[src/rtl/mips_abb_pkg.sv]
// Shared types and constants for the pipeline stall controller:
// hold-vector encoding, canonical stall patterns and the multi-cycle timer states.
package mips_abb_pkg;

    localparam int STAGES = 6;

    localparam logic STOP   = 1'b1;
    localparam logic NOSTOP = 1'b0;

    typedef logic [STAGES-1:0] stack;

    // Bit i holds pipeline register i (0=pc .. 5=wb); a stage holds when its bit is STOP.
    localparam stack STALL_NONE = 6'b000000;
    localparam stack STALL_ID   = 6'b000111;
    localparam stack STALL_EXE  = 6'b001111;
    localparam stack STALL_MEM  = 6'b011111;

    typedef enum logic [1:0] {
        MC_IDLE = 2'd0,
        MC_BUSY = 2'd1,
        MC_DONE = 2'd2
    } mc_state_t;

endpackage

[src/rtl/stall_ctrl_if.sv]
// Stall request / hold-vector bundle between the pipeline stages and stall_ctrl.
// All signals are levels sampled on the rising clock edge; stop is valid in the same cycle as the requests.
interface stall_ctrl_if;
    import mips_abb_pkg::*;

    logic      id_stallreq;
    logic      exe_mc_req;
    logic      mem_stallreq;
    logic      flush;
    stack      stop;
    logic      exe_mc_done;
    logic      mc_busy;
    mc_state_t mc_state;

    modport master (
        output id_stallreq, exe_mc_req, mem_stallreq, flush,
        input  stop, exe_mc_done, mc_busy, mc_state
    );

    modport slave (
        input  id_stallreq, exe_mc_req, mem_stallreq, flush,
        output stop, exe_mc_done, mc_busy, mc_state
    );

endinterface

[src/rtl/stall_mc_timer.sv]
// Multi-cycle op timer: counts EXE div/divu latency and signals when the result may leave EXE.
// Flush always wins and abandons the op without a done pulse.
module stall_mc_timer
    import mips_abb_pkg::*;
#(
    parameter int MC_LAT = 32
) (
    input  logic      i_clk,
    input  logic      i_rst,
    input  logic      i_exe_mc_req,
    input  logic      i_mem_stallreq,
    input  logic      i_flush,
    output mc_state_t o_state,
    output logic      o_exe_mc_done
);

    localparam int CNT_W = (MC_LAT > 2) ? $clog2(MC_LAT) : 1;
    localparam logic [CNT_W-1:0] CNT_LOAD = CNT_W'(MC_LAT - 2);

    mc_state_t        r_state;
    logic [CNT_W-1:0] r_cnt;
    mc_state_t        w_state_nxt;
    logic [CNT_W-1:0] w_cnt_nxt;

    always_ff @(posedge i_clk or posedge i_rst) begin
        if (i_rst) begin
            r_state <= MC_IDLE;
            r_cnt   <= '0;
        end else begin
            r_state <= w_state_nxt;
            r_cnt   <= w_cnt_nxt;
        end
    end

    // The divider runs freely, so BUSY keeps counting even while MEM stalls.
    always_comb begin
        w_state_nxt = r_state;
        w_cnt_nxt   = r_cnt;
        if (i_flush) begin
            w_state_nxt = MC_IDLE;
            w_cnt_nxt   = '0;
        end else begin
            case (r_state)
                MC_IDLE: begin
                    if (i_exe_mc_req && !i_mem_stallreq) begin
                        w_state_nxt = MC_BUSY;
                        w_cnt_nxt   = CNT_LOAD;
                    end
                end
                MC_BUSY: begin
                    if (r_cnt != '0) w_cnt_nxt = r_cnt - 1'b1;
                    else             w_state_nxt = MC_DONE;
                end
                MC_DONE: begin
                    if (!i_mem_stallreq) w_state_nxt = MC_IDLE;
                end
                default: begin
                    w_state_nxt = MC_IDLE;
                    w_cnt_nxt   = '0;
                end
            endcase
        end
    end

    always_comb begin
        o_state       = r_state;
        o_exe_mc_done = (r_state == MC_DONE) && !i_mem_stallreq && !i_flush;
    end

endmodule

[src/rtl/stall_ctrl.sv]
// Central pipeline stall generator: priority-encodes flush, MEM, EXE multi-cycle and ID
// requests into the per-stage hold vector; the multi-cycle timer lives in stall_mc_timer.
module stall_ctrl
    import mips_abb_pkg::*;
#(
    parameter int MC_LAT = 32
) (
    input  logic        cpu_clk,
    input  logic        cpu_rst,
    stall_ctrl_if.slave bus
);

    mc_state_t w_state;
    logic      w_done;
    stack      w_stop;

    stall_mc_timer #(.MC_LAT(MC_LAT)) u_timer (
        .i_clk          (cpu_clk),
        .i_rst          (cpu_rst),
        .i_exe_mc_req   (bus.exe_mc_req),
        .i_mem_stallreq (bus.mem_stallreq),
        .i_flush        (bus.flush),
        .o_state        (w_state),
        .o_exe_mc_done  (w_done)
    );

    // In MC_DONE the EXE request no longer holds, letting the result advance this edge.
    always_comb begin
        w_stop = STALL_NONE;
        if (cpu_rst)                                  w_stop = STALL_NONE;
        else if (bus.flush)                           w_stop = STALL_NONE;
        else if (bus.mem_stallreq)                    w_stop = STALL_MEM;
        else if (bus.exe_mc_req && w_state != MC_DONE) w_stop = STALL_EXE;
        else if (bus.id_stallreq)                     w_stop = STALL_ID;
    end

    assign bus.stop        = w_stop;
    assign bus.exe_mc_done = w_done;
    assign bus.mc_busy     = (w_state != MC_IDLE);
    assign bus.mc_state    = w_state;

endmodule

[src/flat_wrapper.sv]
// flat-port wrapper written by rule: the top's interface ports become plain ports
module stall_ctrl_flat import mips_abb_pkg::*;
#(
    parameter int MC_LAT = 32
)
  (cpu_clk, cpu_rst, bus_id_stallreq, bus_exe_mc_req, bus_mem_stallreq, bus_flush, bus_stop, bus_exe_mc_done, bus_mc_busy, bus_mc_state);
  stall_ctrl_if bus_i ();
  input  logic cpu_clk;
  input  logic cpu_rst;
  input wire logic [$bits(bus_i.id_stallreq)-1:0] bus_id_stallreq;
  input wire logic [$bits(bus_i.exe_mc_req)-1:0] bus_exe_mc_req;
  input wire logic [$bits(bus_i.mem_stallreq)-1:0] bus_mem_stallreq;
  input wire logic [$bits(bus_i.flush)-1:0] bus_flush;
  output wire logic [$bits(bus_i.stop)-1:0] bus_stop;
  output wire logic [$bits(bus_i.exe_mc_done)-1:0] bus_exe_mc_done;
  output wire logic [$bits(bus_i.mc_busy)-1:0] bus_mc_busy;
  output wire logic [$bits(bus_i.mc_state)-1:0] bus_mc_state;
  assign bus_i.id_stallreq = bus_id_stallreq;
  assign bus_i.exe_mc_req = bus_exe_mc_req;
  assign bus_i.mem_stallreq = bus_mem_stallreq;
  assign bus_i.flush = bus_flush;
  assign bus_stop = bus_i.stop;
  assign bus_exe_mc_done = bus_i.exe_mc_done;
  assign bus_mc_busy = bus_i.mc_busy;
  assign bus_mc_state = bus_i.mc_state;
  stall_ctrl #(.MC_LAT(MC_LAT)) u_core (.cpu_clk(cpu_clk), .cpu_rst(cpu_rst), .bus(bus_i));
endmodule
[config.mk]
export PLATFORM = sky130hd
export DESIGN_NAME = stall_ctrl_flat
export DESIGN_NICKNAME = d
export VERILOG_FILES = /design/src/rtl/mips_abb_pkg.sv /design/src/rtl/stall_ctrl_if.sv /design/src/rtl/stall_mc_timer.sv /design/src/rtl/stall_ctrl.sv /design/src/flat_wrapper.sv
export SDC_FILE = /design/constraint.sdc
export NUM_CORES = 1
export LEC_CHECK = 0
export BUFFER_PORTS_ARGS = -buffer_cell sky130_fd_sc_hd__buf_2
export CAP_MARGIN = 10
export CORE_AREA = 4 4 41 43
export CTS_BUF_LIST = sky130_fd_sc_hd__clkbuf_8
export DETAILED_ROUTE_END_ITERATION = 6
export DIE_AREA = 0 0 45 47
export GPL_TIMING_DRIVEN = 1
export PLACE_DENSITY = 0.63
export SLEW_MARGIN = 10
export SYNTH_ARGS = -nofsm -noshare
export SYNTH_HDL_FRONTEND = slang
export SYNTH_SLANG_ARGS = --single-unit
[constraint.sdc]
create_clock -name cpu_clk -period 1.58 [get_ports cpu_clk]
set_input_delay 0.395 -clock cpu_clk [delete_from_list [all_inputs] [get_ports cpu_clk]]
set_output_delay 0.395 -clock cpu_clk [all_outputs]
set_load 0.01 [all_outputs]
==> reports/metrics.csv <==
stage,metric,value,unit
layout,"commonest non-fill, non-tap cells in the layout","14 x buf_2, 8 x buf_4, 7 x inv_1, 7 x dfrtp_1, 4 x a21oi_1",
outcome,run status,finished clean,
critical_path,WP data required,1180,ps
timing,Fmax achieved,639,MHz
global_route,initial antenna violation count,0,
critical_path,crit path launch,u_core.u_timer.o_state[1],
clocking,CTS Buffer Depth,2,
global_route,gr usage total,12.1,%
critical_path,critical path's slowest cell,dfrtp_1,
critical_path,Worst Reg-to-Reg Cells,5,
synthesis,syn_nets,62,
routing,1st-iter DRT viols,2,
critical_path,flop-to-flop setup slack,50,ps
placed_design,Cells after DPL,85,
placed_design,dpl hpwl,885,um
layout,ant diodes,0,
layout,fin util,53.5,%
floorplanning,initial core utilization,38.3,%
synthesis,Yosys warning count,0,
critical_path,reg2reg start,u_core.u_timer.r_cnt[0],
floorplanning,full die area,2120,sq um
floorplanning,Die Y,47,um
pwr,Logic pwr share,31.9,%
pwr,Total Power,0.000670,W
synthesis,distinct cell type count after synthesis,28,
layout,"most common cell after layout, fill and taps aside",buf_2,
timing,final period utilization,99.1,%
clocking,Worst-Skew Late Latency,220,ps
floorplanning,I/O pin count,16,
synthesis,sequential-to-total area share from yosys stat,35.2,%
clocking,clock-pin transition on the worst setup and hold timing paths,40,ps
critical_path,worst reg2reg endpoint,u_core.u_timer.r_cnt[1],
job,# Max-Cap Violations,0,
routing,Vias per Instance,5.09,
critical_path,Worst Path Arrival,1170,ps
pwr,Pwr Density,963,nW/um^2
critical_path,Startpoint Class,flop,
layout,P&R area growth vs syn,39.7,%
clocking,Clock Tree Root,clkbuf_8,
global_route,first-pass GRT wire length,1.81,mm
critical_path,CP Class,flop to output port,
critical_path,CP max FO,3,
pwr,switching share of power,28.9,%
timing,Final Hold Viols,0,
routing,drt total wl,1.18,mm
routing,WL/cell,12.8,um
clocking,H-tree levels,1,
floorplanning,Cell Rows,13,
timing,RSZ-0062 raised after global routing,true,
pwr,Worst VDD drop,0.000607,V
synthesis,Post-Synthesis Cells,55,
critical_path,critical path endpoint,bus_stop[1],
worst_hold_path,worst min path class,input port to async pin,
critical_path,CP cell instances,"nand2b_4, a21oi_4, a211oi_2, buf_2",
routing,DRT Pass-1 Iters,5,
placed_design,gpl congestion,0.846,
placed_design,Port-buffer cells,14,
timing,Tmin final,1570,ps
clocking,CTS Sinks,7,
critical_path,Critical Path Sink Type,output port,
routing,vias,468,
timing,final setup skew,1.78,ps
layout,layout cells sized above 1,44.2,%
synthesis,#FFs+latches synth,7,
timing,final setup fails,0,
global_route,vias in the first global route,429,
timing,Pins Over Slew Limit,0,
layout,Layout Nets,85,
pwr,Reg power frac,33.2,%
pwr,Static Leakage,0.352,nW
routing,ANT nets after route,0,
clocking,CTS tree,built,
pwr,Net Sw Power,0.000194,W
layout,Finished Layout Cells,92,
pwr,Internal,0.000476,W
synthesis,syn_area_per_cell,9.05,sq um
routing,residual DRC count,0,
global_route,grt total ovfl,0,
floorplanning,Die Wd,45,um
pwr,Clock power frac,34.9,%
synthesis,Post-Syn Area,498,sq um
clocking,clock buffer count from CTS,3,
floorplanning,CORE AREA,1300,sq um
global_route,largest net degree at the start of global routing,13,
critical_path,worst stage delay on the critical path,410,ps
[worst min path at each step]
stage / startpoint / endpoint / slack, ps
floorplan: cpu_rst / u_core.u_timer.o_state[0] / 200
global placement: cpu_rst / u_core.u_timer.o_state[1] / 400
detailed placement: cpu_rst / u_core.u_timer.o_state[0] / 400
CTS: cpu_rst / u_core.u_timer.o_state[0] / 170
global route: cpu_rst / u_core.u_timer.o_state[0] / 190
finish: cpu_rst / u_core.u_timer.o_state[0] / 170
[synthesized netlist by cell type (all sizes together)]
cell / n / area, sq um
o211ai: 1 / 7.51
a211oi: 1 / 7.51
a21oi: 5 / 25.0
o21ai: 2 / 10.0
o311ai: 1 / 8.76
o41ai: 1 / 16.3
and3: 2 / 12.5
or4: 1 / 7.51
nand3: 1 / 5.00
nor4b: 2 / 32.5
conb: 1 / 3.75
xor2: 1 / 8.76
a311o: 1 / 10.0
nor3b: 1 / 12.5
ha: 1 / 12.5
xnor2: 2 / 17.5
nor3: 3 / 15.0
inv: 8 / 30.0
dfrtp: 7 / 175
o2bb2ai: 1 / 8.76
clkbuf: 1 / 3.75
nand3b: 1 / 7.51
nand2b: 2 / 12.5
nand2: 3 / 11.3
o31ai: 1 / 7.51
nor2b: 1 / 6.26
buf: 3 / 22.5
[worst max-delay path, delay by kind of cell (launching register included)]
family | cells | cell delay, ps
compound gates | 2 | 270
simple gates | 1 | 100
flops | 1 | 410
buf+inv | 1 | 170
[through the flow]
step / setup TNS [ps] / area (sq um) / hold WS, ps / setup WS [ps]
after floorplan: 0 / 503 / 204 / 26.2
after global placement: 0 / 603 / 400 / 132
after detailed placement: 0 / 603 / 403 / 57.4
after CTS: -77.6 / 682 / 169 / -26.4
after global routing: -264 / 696 / 193 / -73.2
final: 0 / 696 / 171 / 14.0
[power groups by stage]
| stage | logic, W | registers [W] | clock network [W] |
|---|---|---|---|
| 5_1_grt | 0.000235 | 0.000224 | 0.000253 |
| 6_report | 0.000214 | 0.000222 | 0.000234 |
| 3_5_place_dp | 0.000189 | 0.000224 | 0 |
| 3_3_place_gp | 0.000187 | 0.000224 | 0 |
| 4_1_cts | 0.000199 | 0.000222 | 0.000243 |
| 2_1_floorplan | 0.000133 | 0.000223 | 0 |
[final cells by class]
type                       instances  area, sq um
tap                               15         18.8
fill                             122          606
clock inverter                     1         3.75
inverter                           8         33.8
sequential                         7          175
clock buffer                       3         41.3
timing repair buffer              22          130
multi-input combinational         36          293
[state kept, by name, summed over array words and instances, names as in the netlist]
register                flops
u_core.u_timer.o_state      2
u_core.u_timer.r_cnt        5
[timing repair]
action,in CTS,in global routing
setup endpoints to repair,4,6
hold endpoints to repair,0,0
pin swaps,2,1
buffers inserted,2,1
hold buffers,0,0
resized for setup,3,3
[cells by family (layout without fill, tap and decap cells)]
family / count (synthesis) / count (layout) / share of synthesized area (%)
other: 1 / 1 / 0.753
and+or+nand+nor: 17 / 17 / 24.6
buffers and inverters: 12 / 34 / 11.3
xor gates and xnor gates: 3 / 3 / 5.28
adders and majority gates: 1 / 1 / 2.51
AOI/OAI and AO/OA: 14 / 14 / 20.4
DFF: 7 / 7 / 35.2
[metal layers]
metal / GRT usage (%) / routed length, um / part of all wire (%) / vias to the layer above
li1: - / - / - / 237
met1: 14.7 / 509 / 43 / 217
met2: 18.6 / 585 / 49 / 10
met3: 1.92 / 55 / 4.7 / 4
met4: 10.5 / 31 / 2.6 / 0
met5: 0 / 0 / 0 / -
(Power assumes the default switching activity.)
